===== src/rtl/clk_div_ctrl.sv =====
`default_nettype none
// ============================================================================
//  Module   : clk_div_ctrl
//  Purpose  : Run-time programmable clock divider. Produces a registered
//             divided clock (div_out) and a period-start strobe (tick) from
//             clk. New divide ratios arrive over a valid/ready handshake and
//             only take effect on a period boundary, so no output period is
//             ever cut short or stretched.
//  Revision : 1.0  initial release
// ----------------------------------------------------------------------------
//  Ports
//    clk        in   clock, rising edge
//    rst        in   synchronous active-high reset
//    en         in   run request (high = run, low = finish period and stop)
//    cfg_valid  in   new ratio offered
//    cfg_div    in   offered ratio N (CNT_W bits)
//    cfg_ready  out  controller can accept a ratio
//    cfg_err    out  one-cycle pulse after an illegal offer (N < 2)
//    div_out    out  divided clock, high for floor(N/2) of every N cycles
//    tick       out  one-cycle pulse on the first cycle of each period
//    busy       out  divider is running or finishing a period
//    cur_div    out  ratio currently in effect
// ============================================================================
module clk_div_ctrl #(
    parameter int unsigned CNT_W   = 8,
    parameter int unsigned DEF_DIV = 2
) (
    input  logic             clk,
    input  logic             rst,
    input  logic             en,
    input  logic             cfg_valid,
    input  logic [CNT_W-1:0] cfg_div,
    output logic             cfg_ready,
    output logic             cfg_err,
    output logic             div_out,
    output logic             tick,
    output logic             busy,
    output logic [CNT_W-1:0] cur_div
);

    localparam logic [1:0] c_st_idle  = 2'd0;
    localparam logic [1:0] c_st_run   = 2'd1;
    localparam logic [1:0] c_st_pend  = 2'd2;
    localparam logic [1:0] c_st_drain = 2'd3;

    localparam logic [CNT_W-1:0] c_def_div = CNT_W'(DEF_DIV);
    localparam logic [CNT_W-1:0] c_min_div = CNT_W'(2);
    localparam logic [CNT_W-1:0] c_one     = CNT_W'(1);

    // ------------------------------------------------------------------------
    // State and output registers
    // ------------------------------------------------------------------------
    logic [1:0]       r_state;
    logic [CNT_W-1:0] r_cnt;
    logic [CNT_W-1:0] r_cur_div;
    logic [CNT_W-1:0] r_pend_div;
    // Needed only for a ratio accepted while draining; in PEND the pending
    // register is valid by construction.
    logic             r_pend_vld;
    logic             r_div_out;
    logic             r_tick;
    logic             r_cfg_err;
    logic             r_cfg_ready;
    logic             r_busy;

    // ------------------------------------------------------------------------
    // Next-state values
    // ------------------------------------------------------------------------
    logic [1:0]       w_state_nxt;
    logic [CNT_W-1:0] w_cnt_nxt;
    logic [CNT_W-1:0] w_cur_div_nxt;
    logic [CNT_W-1:0] w_pend_div_nxt;
    logic             w_pend_vld_nxt;
    logic             w_div_nxt;
    logic             w_tick_nxt;
    logic             w_err_nxt;

    // ------------------------------------------------------------------------
    // Handshake decode and one counting step with the current ratio
    // ------------------------------------------------------------------------
    logic             w_xfer;
    logic             w_legal;
    logic             w_accept;
    logic             w_reject;
    logic [CNT_W-1:0] w_half;
    logic             w_wrap;
    logic [CNT_W-1:0] w_cnt_inc;
    logic [CNT_W-1:0] w_step_cnt;
    logic             w_step_div;

    assign w_xfer    = cfg_valid && r_cfg_ready;
    assign w_legal   = (cfg_div >= c_min_div);
    assign w_accept  = w_xfer && w_legal;
    assign w_reject  = w_xfer && !w_legal;

    assign w_half    = r_cur_div >> 1;
    assign w_wrap    = (r_cnt == (r_cur_div - c_one));
    // Cannot overflow: the increment is only used when cnt < cur_div - 1.
    assign w_cnt_inc = r_cnt + c_one;

    // On a wrap the new period starts at count 0, which is always in the high
    // half because every legal ratio has floor(N/2) >= 1.
    assign w_step_cnt = w_wrap ? '0 : w_cnt_inc;
    assign w_step_div = w_wrap ? 1'b1 : (w_cnt_inc < w_half);

    // ------------------------------------------------------------------------
    // Next-state / next-output logic
    // ------------------------------------------------------------------------
    always_comb begin
        w_state_nxt    = r_state;
        w_cnt_nxt      = r_cnt;
        w_cur_div_nxt  = r_cur_div;
        w_pend_div_nxt = r_pend_div;
        w_pend_vld_nxt = r_pend_vld;
        w_div_nxt      = r_div_out;
        w_tick_nxt     = 1'b0;
        w_err_nxt      = w_reject;

        case (r_state)
            c_st_idle: begin
                w_cnt_nxt = '0;
                w_div_nxt = 1'b0;
                // Loaded before the start check so a ratio offered together
                // with en governs the very first period.
                if (w_accept) begin
                    w_cur_div_nxt = cfg_div;
                end
                if (en) begin
                    w_state_nxt = c_st_run;
                    w_cnt_nxt   = '0;
                    w_div_nxt   = 1'b1;
                    w_tick_nxt  = 1'b1;
                end
            end

            c_st_run: begin
                w_cnt_nxt  = w_step_cnt;
                w_div_nxt  = w_step_div;
                w_tick_nxt = w_wrap;
                // A ratio accepted on a boundary edge still waits for the
                // following boundary; the wrap above uses the old ratio.
                if (w_accept) begin
                    w_pend_div_nxt = cfg_div;
                    w_pend_vld_nxt = 1'b1;
                    w_state_nxt    = c_st_pend;
                end else if (!en) begin
                    w_state_nxt = c_st_drain;
                end
            end

            c_st_pend: begin
                w_cnt_nxt  = w_step_cnt;
                w_div_nxt  = w_step_div;
                w_tick_nxt = w_wrap;
                if (w_wrap) begin
                    w_cur_div_nxt  = r_pend_div;
                    w_pend_vld_nxt = 1'b0;
                    w_state_nxt    = en ? c_st_run : c_st_drain;
                end
            end

            c_st_drain: begin
                if (en) begin
                    // Run request came back: keep counting seamlessly.
                    w_cnt_nxt  = w_step_cnt;
                    w_div_nxt  = w_step_div;
                    w_tick_nxt = w_wrap;
                    if (w_accept) begin
                        w_pend_div_nxt = cfg_div;
                        w_pend_vld_nxt = 1'b1;
                        w_state_nxt    = c_st_pend;
                    end else if (r_pend_vld) begin
                        w_state_nxt = c_st_pend;
                    end else begin
                        w_state_nxt = c_st_run;
                    end
                end else begin
                    if (w_accept) begin
                        w_pend_div_nxt = cfg_div;
                        w_pend_vld_nxt = 1'b1;
                    end
                    if (w_wrap) begin
                        // Period complete: park low without a tick. Any ratio
                        // accepted while draining (including on this edge)
                        // becomes current here.
                        w_state_nxt    = c_st_idle;
                        w_cnt_nxt      = '0;
                        w_div_nxt      = 1'b0;
                        w_tick_nxt     = 1'b0;
                        w_pend_vld_nxt = 1'b0;
                        if (w_accept) begin
                            w_cur_div_nxt = cfg_div;
                        end else if (r_pend_vld) begin
                            w_cur_div_nxt = r_pend_div;
                        end
                    end else begin
                        w_cnt_nxt = w_step_cnt;
                        w_div_nxt = w_step_div;
                    end
                end
            end

            default: begin
                w_state_nxt = c_st_idle;
                w_cnt_nxt   = '0;
                w_div_nxt   = 1'b0;
            end
        endcase
    end

    // ------------------------------------------------------------------------
    // Registers. cfg_ready and busy are registered from the next state so they
    // always agree with the state actually entered on this edge.
    // ------------------------------------------------------------------------
    always_ff @(posedge clk) begin
        if (rst) begin
            r_state     <= c_st_idle;
            r_cnt       <= '0;
            r_cur_div   <= c_def_div;
            r_pend_div  <= '0;
            r_pend_vld  <= 1'b0;
            r_div_out   <= 1'b0;
            r_tick      <= 1'b0;
            r_cfg_err   <= 1'b0;
            r_cfg_ready <= 1'b1;
            r_busy      <= 1'b0;
        end else begin
            r_state     <= w_state_nxt;
            r_cnt       <= w_cnt_nxt;
            r_cur_div   <= w_cur_div_nxt;
            r_pend_div  <= w_pend_div_nxt;
            r_pend_vld  <= w_pend_vld_nxt;
            r_div_out   <= w_div_nxt;
            r_tick      <= w_tick_nxt;
            r_cfg_err   <= w_err_nxt;
            r_cfg_ready <= (w_state_nxt != c_st_pend);
            r_busy      <= (w_state_nxt != c_st_idle);
        end
    end

    assign cfg_ready = r_cfg_ready;
    assign cfg_err   = r_cfg_err;
    assign div_out   = r_div_out;
    assign tick      = r_tick;
    assign busy      = r_busy;
    assign cur_div   = r_cur_div;

endmodule
`default_nettype wire


===== config.mk =====
export PLATFORM = sky130hd
export DESIGN_NAME = clk_div_ctrl
export DESIGN_NICKNAME = d
export VERILOG_FILES = /design/src/rtl/clk_div_ctrl.sv
export SDC_FILE = /design/constraint.sdc
export NUM_CORES = 1
export LEC_CHECK = 0
export BUFFER_PORTS_ARGS = -buffer_cell sky130_fd_sc_hd__buf_4
export CORE_AREA = 2 2 77 64
export DETAILED_ROUTE_END_ITERATION = 16
export DIE_AREA = 0 0 79 66
export PLACE_DENSITY_LB_ADDON = 0.2
export SLEW_MARGIN = 20
export SYNTH_ARGS = -nofsm -noshare
export SYNTH_HDL_FRONTEND = slang
export SYNTH_SLANG_ARGS = --single-unit

===== constraint.sdc =====
create_clock -name clk -period 3 [get_ports clk]
set_clock_uncertainty 0.1 [all_clocks]
set_input_delay 0.9 -clock clk [delete_from_list [all_inputs] [get_ports clk]]
set_output_delay 0.9 -clock clk [all_outputs]
set_load 0.01 [all_outputs]

==> flow_summary.toml <==
[yosys]
synth-seq-cells = 32
synthSimpleGateAreaFrac = 0.207
ys_seq_area_frac = 0.329
muxShareOfSynthArea = 0.0463
synth_top_family_by_area = "compound AO/OA/AOI/OAI gates"
yosysTopAreaCellShare = 0.329
synth_adder_area_share = 0.0836
synth_area_per_cell_um2 = 8.61
yosysWarnings = 0
syn_inst = 226
synth_compound_area_frac = 0.219
syn-num-nets = 251
synth_cell_types = 43
yosys-top-cells-area = "dfxtp_1 33%, ha_1 8.4%, a22o_1 6.3%"
syn-cell-area_um2 = 1950
synth_edf_count = 0
synthFlopType = "dfxtp_1"
async_reset_ff_frac = 0
synth-xor-area-share = 0.0720
yosys.area.top_type = "dfxtp_1"

[clock_network]
clock_latency_ns = 0.29
cts_root_buffer = "clkbuf_8"
post-cts-setup-buffers = 0
clock_sinks = 32
tritoncts = "done"
cts_buffer_depth = 2
ctsResizeCount = 0
clk_pin_slew_worst_paths_ns = 0.07
cts.htree.levels = 2
numCtsBuffers = 5
cts_hold_buf = 0

[setup_path]
critPathBufInv = 1
r2r_slack_ns = 0.11
crit_slowest_cell = "or3_4"
r2r_cells = 9
critPathMaxFanout = 8
cp-end-kind = "flip-flop"
cp_top_family = "compound AO/OA/AOI/OAI gates"
cp_cell_sequence = "inv_1, ha_1, o21ba_1, a221oi_1, a41oi_1, or3_4, or2_4, o31a_1, a22o_1"
crit_type = "flip-flop to flip-flop"
r2r-end = "cur_div[5]$_SDFFE_PP0P_"
required_ns = 3.08
crit_path_start_kind = "flip-flop"
reg2reg_from = "cur_div[1]$_SDFFE_PP1P_"
critPathArrivalTime_ns = 2.97
max_stage_delay_ns = 0.45

[placement]
port-buffer-count = 24
dpl_cell_area_um2 = 2190
gp_congestion = 0.826
dp_hpwl_mm = 3.32

[grt]
grt_usage = 0.184
grt_max_degree = 21
grt_pass1_wl_mm = 7.49
grt_pass1_vias = 1604
globalRouteOverflowTotal = 0
antenna_found_initial = 0

[layout]
layout_common_cells = "32 x dfxtp_1, 27 x nor2_1, 26 x buf_4, 14 x inv_1, 14 x a22o_1"
final_common_cell = "dfxtp_1"
finalNetCount = 278
drive_above_1_share = 0.154
n_antenna_cell = 0
syn_to_final_growth_pct = 18.1
final_area_um2 = 2300

[floorplanning]
core_um2 = 4460
io_pins = 25
start_util = 0.436
rows = 22
die_area_um2 = 5210
die_x_um = 79
die_h_um = 66

[sta]
relSlewSlack = 0.428
max_freq_mhz = 347
whs_ns = 0.390
hold_viol = 0
period_share = 0.962
drv_slew = 0
setup_viol = 0
rsz0062_at_grt = "false"
fin_crit_ns = 2.89
tightest_slew_ns = 0.855
fin_setup_tns_ns = 0

[route]
dr.first_iter.drc_count = 82
met3WireLength_um = 279
wl_met1_mm = 2.19
via_per_inst = 5.39
firstDrtPassIters = 4
ant_nets = 0
vias = 1694
wl_met2_mm = 1.82
wl_mm = 4.35
wire_per_inst_um = 13.9
drc_errors = 0
top_layer_used = "met4"

[status]
status = "finished clean"

[power_and_ir_drop]
powerDensity_nw_per_um2 = 511
vdd_drop_max_mv = 0.330
leakage_nw = 0.953

[min_path]
hold_start = "cfg_ready$_SDFF_PP1_"
holdPathStages = 2
hp-class = "flip-flop to flip-flop"
min_to = "cfg_err$_SDFF_PP0_"

[run]
drv_cap = 0
## cells in the mapped netlist (all sizes together), types with 2 or more instances
master,instances
o31a,2
nor2b,9
nand2b,3
nor2,27
o21bai,2
nand4,4
mux2i,9
and3,3
clkbuf,5
or2,3
a221oi,3
a22o,14
nor3,6
nand2,11
o21ai,9
xor2,8
xnor2,8
a22oi,2
inv,14
and2,2
a21o,3
nand3,9
a21oi,8
ha,13
dfxtp,32
## cell families after synthesis
logic type	count (synthesis)
multiplexers	9
flip-flops	32
AND/OR/NAND/NOR	81
adder cells (fa/ha/maj)	13
buffers and inverters	20
AO/OA/AOI/OAI	55
XOR/XNOR	16
## stage by stage
step           power [mW]  setup slack (ns)  utilization  std cells
3_5_place_dp        0.766             0.146        0.490        306
6_report             1.17             0.114        0.515        314
4_1_cts              1.18             0.127        0.515        314
5_1_grt              1.24           0.00953        0.515        314
2_1_floorplan       0.675             0.204            -        226
3_3_place_gp        0.766             0.191        0.490        306
## power breakdown
group | switching [mW] | total [mW] | internal (mW) | leakage, nW
sequential | 0.0319 | 0.486 | 0.454 | 0.261
combinational | 0.145 | 0.274 | 0.129 | 0.638
clock | 0.169 | 0.414 | 0.246 | 0.0541
## worst max path at each step
| stage | startpoint | end | cells after the start |
|---|---|---|---|
| 2_1_floorplan | cur_div[0]$_SDFFE_PP0P_ | cur_div[7]$_SDFFE_PP0P_ | 9 |
| 3_3_place_gp | cur_div[1]$_SDFFE_PP1P_ | cur_div[0]$_SDFFE_PP0P_ | 9 |
| 3_5_place_dp | cur_div[1]$_SDFFE_PP1P_ | cur_div[2]$_SDFFE_PP0P_ | 9 |
| 4_1_cts | cur_div[1]$_SDFFE_PP1P_ | cur_div[3]$_SDFFE_PP0P_ | 9 |
| 5_1_grt | cur_div[1]$_SDFFE_PP1P_ | cur_div[3]$_SDFFE_PP0P_ | 9 |
| 6_report | cur_div[1]$_SDFFE_PP1P_ | cur_div[5]$_SDFFE_PP0P_ | 9 |
## worst min-delay path, stage by stage (launching register included)
cell     delay, ns
dfxtp_1       0.32
nand2_1       0.08
nor3_1        0.05
## sequential cells by signal, indices dropped and copies added, names as in the netlist
signal      cells
cfg_ready       1
r_state         2
r_cnt           8
div_out         1
cfg_err         1
r_pend_vld      1
r_pend_div      8
tick            1
cur_div         8
busy            1
## layout make-up
| type | instances | area (um^2) |
|---|---|---|
| Fill cell | 444 | 2160 |
| Multi-Input combinational cell | 174 | 1220 |
| Sequential cell | 32 | 641 |
| Timing Repair Buffer | 26 | 195 |
| Tap cell | 60 | 75.1 |
| Clock buffer | 5 | 68.8 |
| Inverter | 14 | 52.6 |
| Clock inverter | 3 | 42.5 |
## layer usage
| layer | GRT usage | vias up |
|---|---|---|
| li1 | - | 864 |
| met1 | 0.252 | 770 |
| met2 | 0.278 | 52 |
| met3 | 0.0410 | 8 |
| met4 | 0.0797 | 0 |
| met5 | 0 | - |
No activity file was read; power rests on OpenSTA's default activity.
